$ cat src/rtl/opcode_pkg.sv
// Shared opcode types and field widths for the sprite opcode demux.
package opcode_pkg;

    localparam int ADDR_W  = 2;
    localparam int ID_W    = 2;
    localparam int COORD_W = 9;

    // Destination select values carried alongside each stored opcode
    localparam logic SEL_A = 1'b0;
    localparam logic SEL_B = 1'b1;

    typedef struct packed {
        logic [ADDR_W-1:0]  addr;
        logic [ID_W-1:0]    id_code;
        logic [COORD_W-1:0] x;
        logic [COORD_W-1:0] y;
    } opcode_t;

    // One FIFO slot: destination select in the MSB, opcode fields below it
    typedef struct packed {
        logic    sel;
        opcode_t op;
    } entry_t;

endpackage

$ cat src/rtl/opcode_fifo.sv
// Synchronous FIFO: storage, wrap-around pointers and occupancy count.
module opcode_fifo #(
    parameter int DEPTH = 4,
    parameter int WIDTH = 23
) (
    input  logic                     clk,
    input  logic                     reset,
    input  logic                     push,
    input  logic                     pop,
    input  logic [WIDTH-1:0]         wdata,
    output logic [WIDTH-1:0]         rdata,
    output logic [$clog2(DEPTH):0]   count,
    output logic                     full,
    output logic                     empty
);

    localparam int               PTR_W    = $clog2(DEPTH);
    localparam logic [PTR_W:0]   FULL_CNT = (PTR_W+1)'(DEPTH);

    logic [WIDTH-1:0] mem [DEPTH];
    logic [PTR_W-1:0] wr_ptr;
    logic [PTR_W-1:0] rd_ptr;
    logic             push_ok;
    logic             pop_ok;

    assign full    = (count == FULL_CNT);
    assign empty   = (count == '0);
    assign push_ok = push && !full;
    assign pop_ok  = pop && !empty;
    assign rdata   = mem[rd_ptr];

    // Pointer and occupancy bookkeeping; reset discards every stored entry
    always_ff @(posedge clk) begin
        // NOTE: non-blocking assignments keep every register updating from pre-edge values.
        if (reset) begin
            wr_ptr <= '0;
            rd_ptr <= '0;
            count  <= '0;
        end else begin
            // Pointers are exactly PTR_W bits, so +1 wraps at DEPTH on its own
            if (push_ok) wr_ptr <= wr_ptr + 1'b1;
            if (pop_ok)  rd_ptr <= rd_ptr + 1'b1;
            case ({push_ok, pop_ok})
                2'b10:   count <= count + 1'b1;
                2'b01:   count <= count - 1'b1;
                default: count <= count;
            endcase
        end
    end

    // Entry storage write port
    always_ff @(posedge clk) begin
        // NOTE: storage is not reset; an empty count already hides stale contents.
        if (!reset && push_ok) mem[wr_ptr] <= wdata;
    end

endmodule

$ cat src/rtl/opcode_demux.sv
// Buffers sprite opcodes and delivers each, strictly in order, to sink A or sink B.
module opcode_demux
    import opcode_pkg::*;
#(
    parameter int DEPTH = 4
) (
    input  logic                    clk,
    input  logic                    reset,
    input  logic                    in_valid,
    output logic                    in_ready,
    input  logic                    in_sel,
    input  logic [ADDR_W-1:0]       in_addr,
    input  logic [ID_W-1:0]         in_id_code,
    input  logic [COORD_W-1:0]      in_x,
    input  logic [COORD_W-1:0]      in_y,
    output logic                    a_valid,
    input  logic                    a_ready,
    output logic [ADDR_W-1:0]       a_addr,
    output logic [ID_W-1:0]         a_id_code,
    output logic [COORD_W-1:0]      a_x,
    output logic [COORD_W-1:0]      a_y,
    output logic                    b_valid,
    input  logic                    b_ready,
    output logic [ADDR_W-1:0]       b_addr,
    output logic [ID_W-1:0]         b_id_code,
    output logic [COORD_W-1:0]      b_x,
    output logic [COORD_W-1:0]      b_y,
    output logic [$clog2(DEPTH):0]  count
);

    entry_t  wentry;
    entry_t  head;
    opcode_t a_op;
    opcode_t b_op;
    logic    full;
    logic    empty;
    logic    push;
    logic    pop;
    logic    head_valid;

    assign wentry = '{sel: in_sel,
                      op:  '{addr: in_addr, id_code: in_id_code, x: in_x, y: in_y}};

    // No pass-through: a full FIFO refuses input even when it pops this cycle
    assign in_ready   = !reset && !full;
    assign push       = in_valid && in_ready;
    assign head_valid = !reset && !empty;
    assign pop        = (a_valid && a_ready) || (b_valid && b_ready);

    opcode_fifo #(
        .DEPTH (DEPTH),
        .WIDTH ($bits(entry_t))
    ) u_fifo (
        .clk   (clk),
        .reset (reset),
        .push  (push),
        .pop   (pop),
        .wdata (wentry),
        .rdata (head),
        .count (count),
        .full  (full),
        .empty (empty)
    );

    // Route the head entry to exactly one sink; the idle sink sees all-zero data
    always_comb begin
        // NOTE: defaults first so every path assigns every output and no latch is inferred.
        a_valid = 1'b0;
        b_valid = 1'b0;
        a_op    = '0;
        b_op    = '0;
        if (head_valid) begin
            if (head.sel == SEL_A) begin
                a_valid = 1'b1;
                a_op    = head.op;
            end else begin
                b_valid = 1'b1;
                b_op    = head.op;
            end
        end
    end

    assign a_addr    = a_op.addr;
    assign a_id_code = a_op.id_code;
    assign a_x       = a_op.x;
    assign a_y       = a_op.y;
    assign b_addr    = b_op.addr;
    assign b_id_code = b_op.id_code;
    assign b_x       = b_op.x;
    assign b_y       = b_op.y;

endmodule

$ cat config.mk
export PLATFORM = sky130hd
export DESIGN_NAME = opcode_demux
export DESIGN_NICKNAME = d
export VERILOG_FILES = /design/src/rtl/opcode_pkg.sv /design/src/rtl/opcode_fifo.sv /design/src/rtl/opcode_demux.sv
export SDC_FILE = /design/constraint.sdc
export NUM_CORES = 1
export LEC_CHECK = 0
export CORE_MARGIN = 5
export CORE_UTILIZATION = 52
export DETAILED_ROUTE_END_ITERATION = 10
export PLACE_DENSITY = 0.77
export SYNTH_ARGS = -nofsm -noshare
export SYNTH_HDL_FRONTEND = slang
export SYNTH_SLANG_ARGS = --single-unit
$ cat constraint.sdc
create_clock -name clk -period 2.9 [get_ports clk]
set_input_delay 0.58 -clock clk [delete_from_list [all_inputs] [get_ports clk]]
set_output_delay 0.58 -clock clk [all_outputs]
set_load 0.01 [all_outputs]
==> results of run 1 <==
==> through the flow <==
step	setup WS, ps	std cells	cell area, µm²	power [mW]	hold slack, ps
2_1_floorplan	452.0	225	4104	1.942	439.5
3_3_place_gp	-45.88	412	5091	2.144	465.8
3_5_place_dp	-63.57	412	5091	2.159	490.9
4_1_cts	-33.97	429	5295	3.050	504.9
5_1_grt	55.79	430	5416	3.161	525.6
6_report	121.3	430	5416	3.029	492.8
==> sequential cells by signal, indices dropped and copies added (netlist names), named ones only <==
name,flops
u_fifo.wr_ptr,2
u_fifo.count,3
u_fifo.rd_ptr,2
u_fifo.mem,92
==> cell type report <==
cell class / instances / area [µm²] / area share, %
Sequential cell: 101 / 2948 / 54.42
Multi-Input combinational cell: 105 / 1099 / 20.28
Clock buffer: 9 / 123.9 / 2.287
Tap cell: 102 / 127.6 / 2.356
Timing Repair Buffer: 97 / 1005 / 18.55
Clock inverter: 7 / 80.08 / 1.478
Inverter: 9 / 33.78 / 0.6237
==> final timing paths <==
path / cells past startpoint / to / slack (ps) / start
worst max-delay path: 5 / a_valid / 120 / reset
worst min register to register: 1 / flip-flop / 490 / u_fifo.rd_ptr[1]
worst min-delay path: 1 / flip-flop / 490 / u_fifo.rd_ptr[1]
worst max register to register: 10 / u_fifo.count[2] / 210 / flip-flop
==> routing by layer <==
metal  vias to the layer above  global-route usage [%]  part of all wire (%)
met2                        53                   30.32                    54
met3                        12                   4.812                   4.3
li1                       1055                       -                     -
met5                         -                       0                     0
met1                      1151                   19.29                    40
met4                         0                   6.092                   1.5
==> critical path, stage by stage <==
cell and delay, ps:
clkdlybuf4s50_1 420, or2_2 340, nor2_4 150, buf_6 150
clkdlybuf4s50_1 550
==> what timing repair did <==
item / CTS / global route
setup buffers: 1 / 1
endpoints found under the setup margin: 44 / 33
pin swaps: 0 / 1
resized for setup: 13 / 41
==> cell usage after synthesis, drive strengths merged <==
library cell | count | area [µm²]
mux4 | 23 | 518.0
ha | 5 | 62.56
or2 | 1 | 6.260
clkbuf | 4 | 15.01
o21ai | 2 | 10.00
dfxtp | 9 | 180.2
xor2 | 2 | 17.52
mux2i | 1 | 13.76
a211oi | 1 | 12.51
o41ai | 1 | 8.760
o311ai | 1 | 8.760
buf | 6 | 32.53
fa | 1 | 20.02
and2 | 48 | 300.3
nand2 | 1 | 3.750
o31ai | 1 | 7.510
nor2 | 7 | 26.28
nor3b | 1 | 12.51
edfxtp | 92 | 2763
inv | 9 | 33.78
a21oi | 5 | 25.02
or3 | 2 | 12.51
nor3 | 1 | 5.000
xnor2 | 1 | 8.760
==> kinds of logic after synthesis <==
kind of cell | Yosys count
AOI/OAI and AO/OA | 11
muxes | 24
xor gates and xnor gates | 3
DFF | 101
buffers and inverters | 19
and+or+nand+nor | 61
adders and majority gates | 6
==> where the power goes <==
group	total, mW	switching [mW]	internal, mW
logic	0.461	0.212	0.249
registers	1.66	0.0242	1.64
clock network	0.904	0.493	0.411
total	3.03	0.729	2.30
==> results.py, run 1 <==
metrics = {
    "outcome": {
        "status": "finished clean",
    },
    "finish": {
        "nets": 357,
        "fin_util_pct": 70.46,
        "layout-drive-gt1-share_pct": 20.12,
        "final_common_cell": "edfxtp_1",
        "fillers": 509,
        "syn_to_final_growth_pct": 31.98,
        "final_cell_mix": "92 x edfxtp_1, 48 x and2_1, 33 x clkdlybuf4s50_1, 33 x dlymetal6s2s_1, 23 x mux4_2",
        "antenna_cells": 0,
    },
    "clock_network": {
        "clk_root_buffer_cell": "clkbuf_8",
        "clkTransAtPathRegs_ps": 100,
        "cts_num_sinks": 101,
        "insertion_delay_ps": 370,
        "cts_max_path_buffers": 2,
        "tritoncts": "yes",
        "cts-hold-fix-buffers": 0,
        "cts_max_level": 3,
        "cts_buffers": 9,
    },
    "placed_design": {
        "dpl.hpwl_mm": 5.513,
        "port_buffers": 77,
        "globalplace.congestion": 0.7235,
    },
    "timing": {
        "worst_slew_pin_slew_ps": 383.7,
        "period_share_pct": 95.82,
        "slew_violations": 0,
        "layout_min_cycle_time_ps": 2779,
        "skew_ps": 10.48,
        "hold_viol": 0,
        "fin_tns_setup_ps": 0,
        "slew_headroom_pct": 74.09,
        "rsz0062_at_grt": "false",
        "fmax_mhz": 359.9,
        "setup_violations": 0,
    },
    "setup_path": {
        "critPathLaunchType": "input pin",
        "arrival_ps": 2200,
        "cp_max_fo": 11,
        "cp-end-kind": "output pin",
        "cp.required_ps": 2320,
        "path_class": "in2out",
    },
    "floorplanning": {
        "die_x_um": 98.84,
        "start_util_pct": 53.39,
        "top_level_ports": 78,
        "rows": 32,
        "die_h_um": 98.84,
        "die_area_mm2": 0.009768,
        "coreArea_mm2": 0.007687,
    },
    "min_path": {
        "hp-class": "reg2reg",
    },
    "routing": {
        "drt_pass1_iterations": 4,
        "viasPerCell": 5.281,
        "drt_iter0_drc": 76,
        "wl_per_cell_um": 18.57,
        "detail-route-antenna-nets": 0,
        "routed_wl_mm": 7.985,
        "vias": 2271,
        "drc": 0,
    },
    "synthesis": {
        "ys_seq_area_share_pct": 71.71,
        "synth_cell_types": 26,
        "ys_warn_count": 0,
        "synthSimpleGateAreaFrac_pct": 8.933,
        "syn_nets": 259,
        "synth-compound-area-share_pct": 1.768,
        "synth_seq_cells": 101,
        "synth_area_per_cell_um2": 18.24,
        "synth_area_mm2": 0.004104,
        "synthCells": 225,
        "synth-adder-area-share_pct": 2.012,
        "synthMuxAreaShare_pct": 12.96,
        "synth_top_family_by_area": "multiplexers",
        "synth-xor-area-share_pct": 0.6402,
    },
    "grt": {
        "grt_max_degree": 19,
        "first_global_vias": 2439,
        "grt-ovfl-total": 0,
        "grt_antenna_before_repair": 0,
        "grt_use_total_pct": 16.93,
        "grt_pass1_wl_mm": 12.27,
    },
    "power_and_ir_drop": {
        "ir_drop_uv": 364.6,
        "leakagePower_nw": 2.427,
        "power_density_mw_per_mm2": 559.2,
    },
    "run": {
        "drv_cap": 0,
    },
}
No activity file was read; power rests on OpenSTA's default activity.
==> inputs of run 2 (changes only) <==
==> constraint.sdc (replaced) <==
create_clock -name clk -period 2.99 [get_ports clk]
set_input_delay 0.598 -clock clk [delete_from_list [all_inputs] [get_ports clk]]
set_output_delay 0.598 -clock clk [all_outputs]
set_load 0.01 [all_outputs]
==> run 2 against run 1 <==
Routed wire length decreased by 0.76%. Final area fell by 1.7%. Via count grew 0.53%. Sequential power decreased by 3%. Critical path type unchanged. Critical endpoint is now a_x[0]. Largest power group unchanged. Highest routed layer unchanged.
==> results.py, run 2 (synthesis results as in run 1) <==
metrics = {
    "clock_network": {
        "cts_max_path_buffers": 2,
        "clkTransAtPathRegs_ps": 90,
        "insertion_delay_ps": 370,
        "cts_num_sinks": 101,
        "cts-hold-fix-buffers": 0,
        "tritoncts": "yes",
        "cts_buffers": 9,
        "clk_root_buffer_cell": "clkbuf_8",
        "cts_max_level": 3,
    },
    "floorplanning": {
        "die_h_um": 98.84,
        "rows": 32,
        "start_util_pct": 53.39,
        "die_x_um": 98.84,
        "coreArea_mm2": 0.007687,
        "top_level_ports": 78,
        "die_area_mm2": 0.009768,
    },
    "min_path": {
        "whs_path_depth": 1,
        "hp-class": "reg2reg",
        "hold_start": "u_fifo.rd_ptr[1]",
    },
    "power_and_ir_drop": {
        "total_power_mw": 2.867,
        "power.internal_mw": 2.161,
        "power_frac_clock_pct": 27.9,
        "leakagePower_nw": 1.868,
        "p_seq_share_pct": 56.3,
        "p_sw_share_pct": 24.61,
        "p_sw_mw": 0.7054,
        "comb_power_share_pct": 15.8,
        "ir_drop_uv": 453.8,
        "power_density_mw_per_mm2": 538.6,
    },
    "timing": {
        "fmax_mhz": 339.6,
        "worst_hold_slack_ps": 510.7,
        "skew_ps": 13.33,
        "hold_viol": 0,
        "fin_tns_setup_ps": 0,
        "slew_violations": 0,
        "setup_violations": 0,
        "rsz0062_at_grt": "true",
        "layout_min_cycle_time_ps": 2945,
        "worst_slew_pin_slew_ps": 440.8,
        "period_share_pct": 98.49,
        "slew_headroom_pct": 70.23,
    },
    "placed_design": {
        "globalplace.congestion": 0.7026,
        "port_buffers": 77,
        "dpl.hpwl_mm": 5.576,
    },
    "routing": {
        "viasPerCell": 5.322,
        "wl_per_cell_um": 18.47,
        "vias": 2283,
        "detail-route-antenna-nets": 0,
        "drc": 0,
        "routed_wl_mm": 7.924,
        "drt_iter0_drc": 115,
        "drt_pass1_iterations": 4,
    },
    "finish": {
        "syn_to_final_growth_pct": 29.70,
        "final_common_cell": "edfxtp_1",
        "largest_reg_flops": 92,
        "nets": 356,
        "final_cell_mix": "92 x edfxtp_1, 71 x clkdlybuf4s50_1, 48 x and2_1",
        "multiInputGateArea_mm2": 0.001094,
        "largestRegisters": "u_fifo.mem (92), u_fifo.count (3)",
        "fillers": 517,
        "layout-drive-gt1-share_pct": 19.88,
        "antenna_cells": 0,
        "seqCellArea_mm2": 0.002945,
        "regMostFlops": "u_fifo.mem",
    },
    "setup_path": {
        "rr_worst_depth": 10,
        "cp-end-kind": "output pin",
        "r2r_setup_slack_ps": 310,
        "path_class": "in2out",
        "critPathLaunchType": "input pin",
        "cp_max_fo": 12,
        "arrival_ps": 2350,
        "cp.required_ps": 2390,
        "r2r-end": "u_fifo.count[2]",
    },
    "grt": {
        "grt_use_total_pct": 17.19,
        "first_global_vias": 2440,
        "grt_max_degree": 19,
        "grt_antenna_before_repair": 0,
        "grt_pass1_wl_mm": 12.59,
        "grt-ovfl-total": 0,
    },
    "run": {
        "drv_cap": 0,
    },
    "outcome": {
        "status": "finished clean",
    },
}
-- run 2: layer usage --
layer	global-route usage [%]	part of all wire (%)	vias up	wire (µm)
met3	3.043	4.3	14	338
li1	-	-	1053	-
met4	7.983	2.6	0	208
met2	30.37	54	57	4300
met1	20.40	39	1159	3077
met5	0	0	-	0
-- run 2: stage by stage --
stage | std cells | area [µm²] | setup slack [ps] | utilization, %
floorplan | 225 | 4104 | 542.0 | -
global placement | 412 | 5091 | 13.68 | 66.23
detailed placement | 412 | 5091 | -11.66 | 66.23
CTS | 428 | 5274 | -13.06 | 68.60
global route | 429 | 5323 | -37.66 | 69.24
finish | 429 | 5323 | 45.24 | 69.24
-- run 2: area by class of cell --
cell class                      count  share of cell area, %
Multi-Input combinational cell    105                  20.55
Tap cell                          102                  2.398
Sequential cell                   101                  55.34
Clock buffer                       10                  2.398
Inverter                            9                 0.6347
Clock inverter                      6                  1.034
Timing Repair Buffer               96                  17.65
-- run 2: power groups by stage --
stage / Sequential, mW / Combinational, mW / Clock (mW)
floorplan: 1.64 / 0.245 / 0
global placement: 1.64 / 0.439 / 0
detailed placement: 1.64 / 0.450 / 0
CTS: 1.61 / 0.451 / 0.828
global route: 1.62 / 0.494 / 0.888
finish: 1.61 / 0.454 / 0.800
-- run 2: timing repair --
item / 4_1_cts / 5_1_grt
setup endpoints to repair: 3 / 44
buffers inserted: 0 / 1
resized for setup: 0 / 13
endpoints found under the hold margin: 0 / 0
-- run 2: worst max-delay path by stage --
| stage | start | to | slack [ps] | depth (start not counted) |
|---|---|---|---|---|
| floorplan | flip-flop | u_fifo.count[2] | 540 | 10 |
| global route | flip-flop | a_y[3] | -40 | 5 |
| global placement | reset | b_y[0] | 10 | 6 |
| detailed placement | reset | b_x[0] | -10 | 6 |
| CTS | reset | b_x[0] | -10 | 6 |
| finish | reset | a_x[0] | 50 | 6 |
-- run 2: critical path, stage by stage --
cell	delay (ps)
clkdlybuf4s50_1	420
or2_2	330
nor2_2	120
buf_4	190
and2_1	140
clkdlybuf4s50_1	540
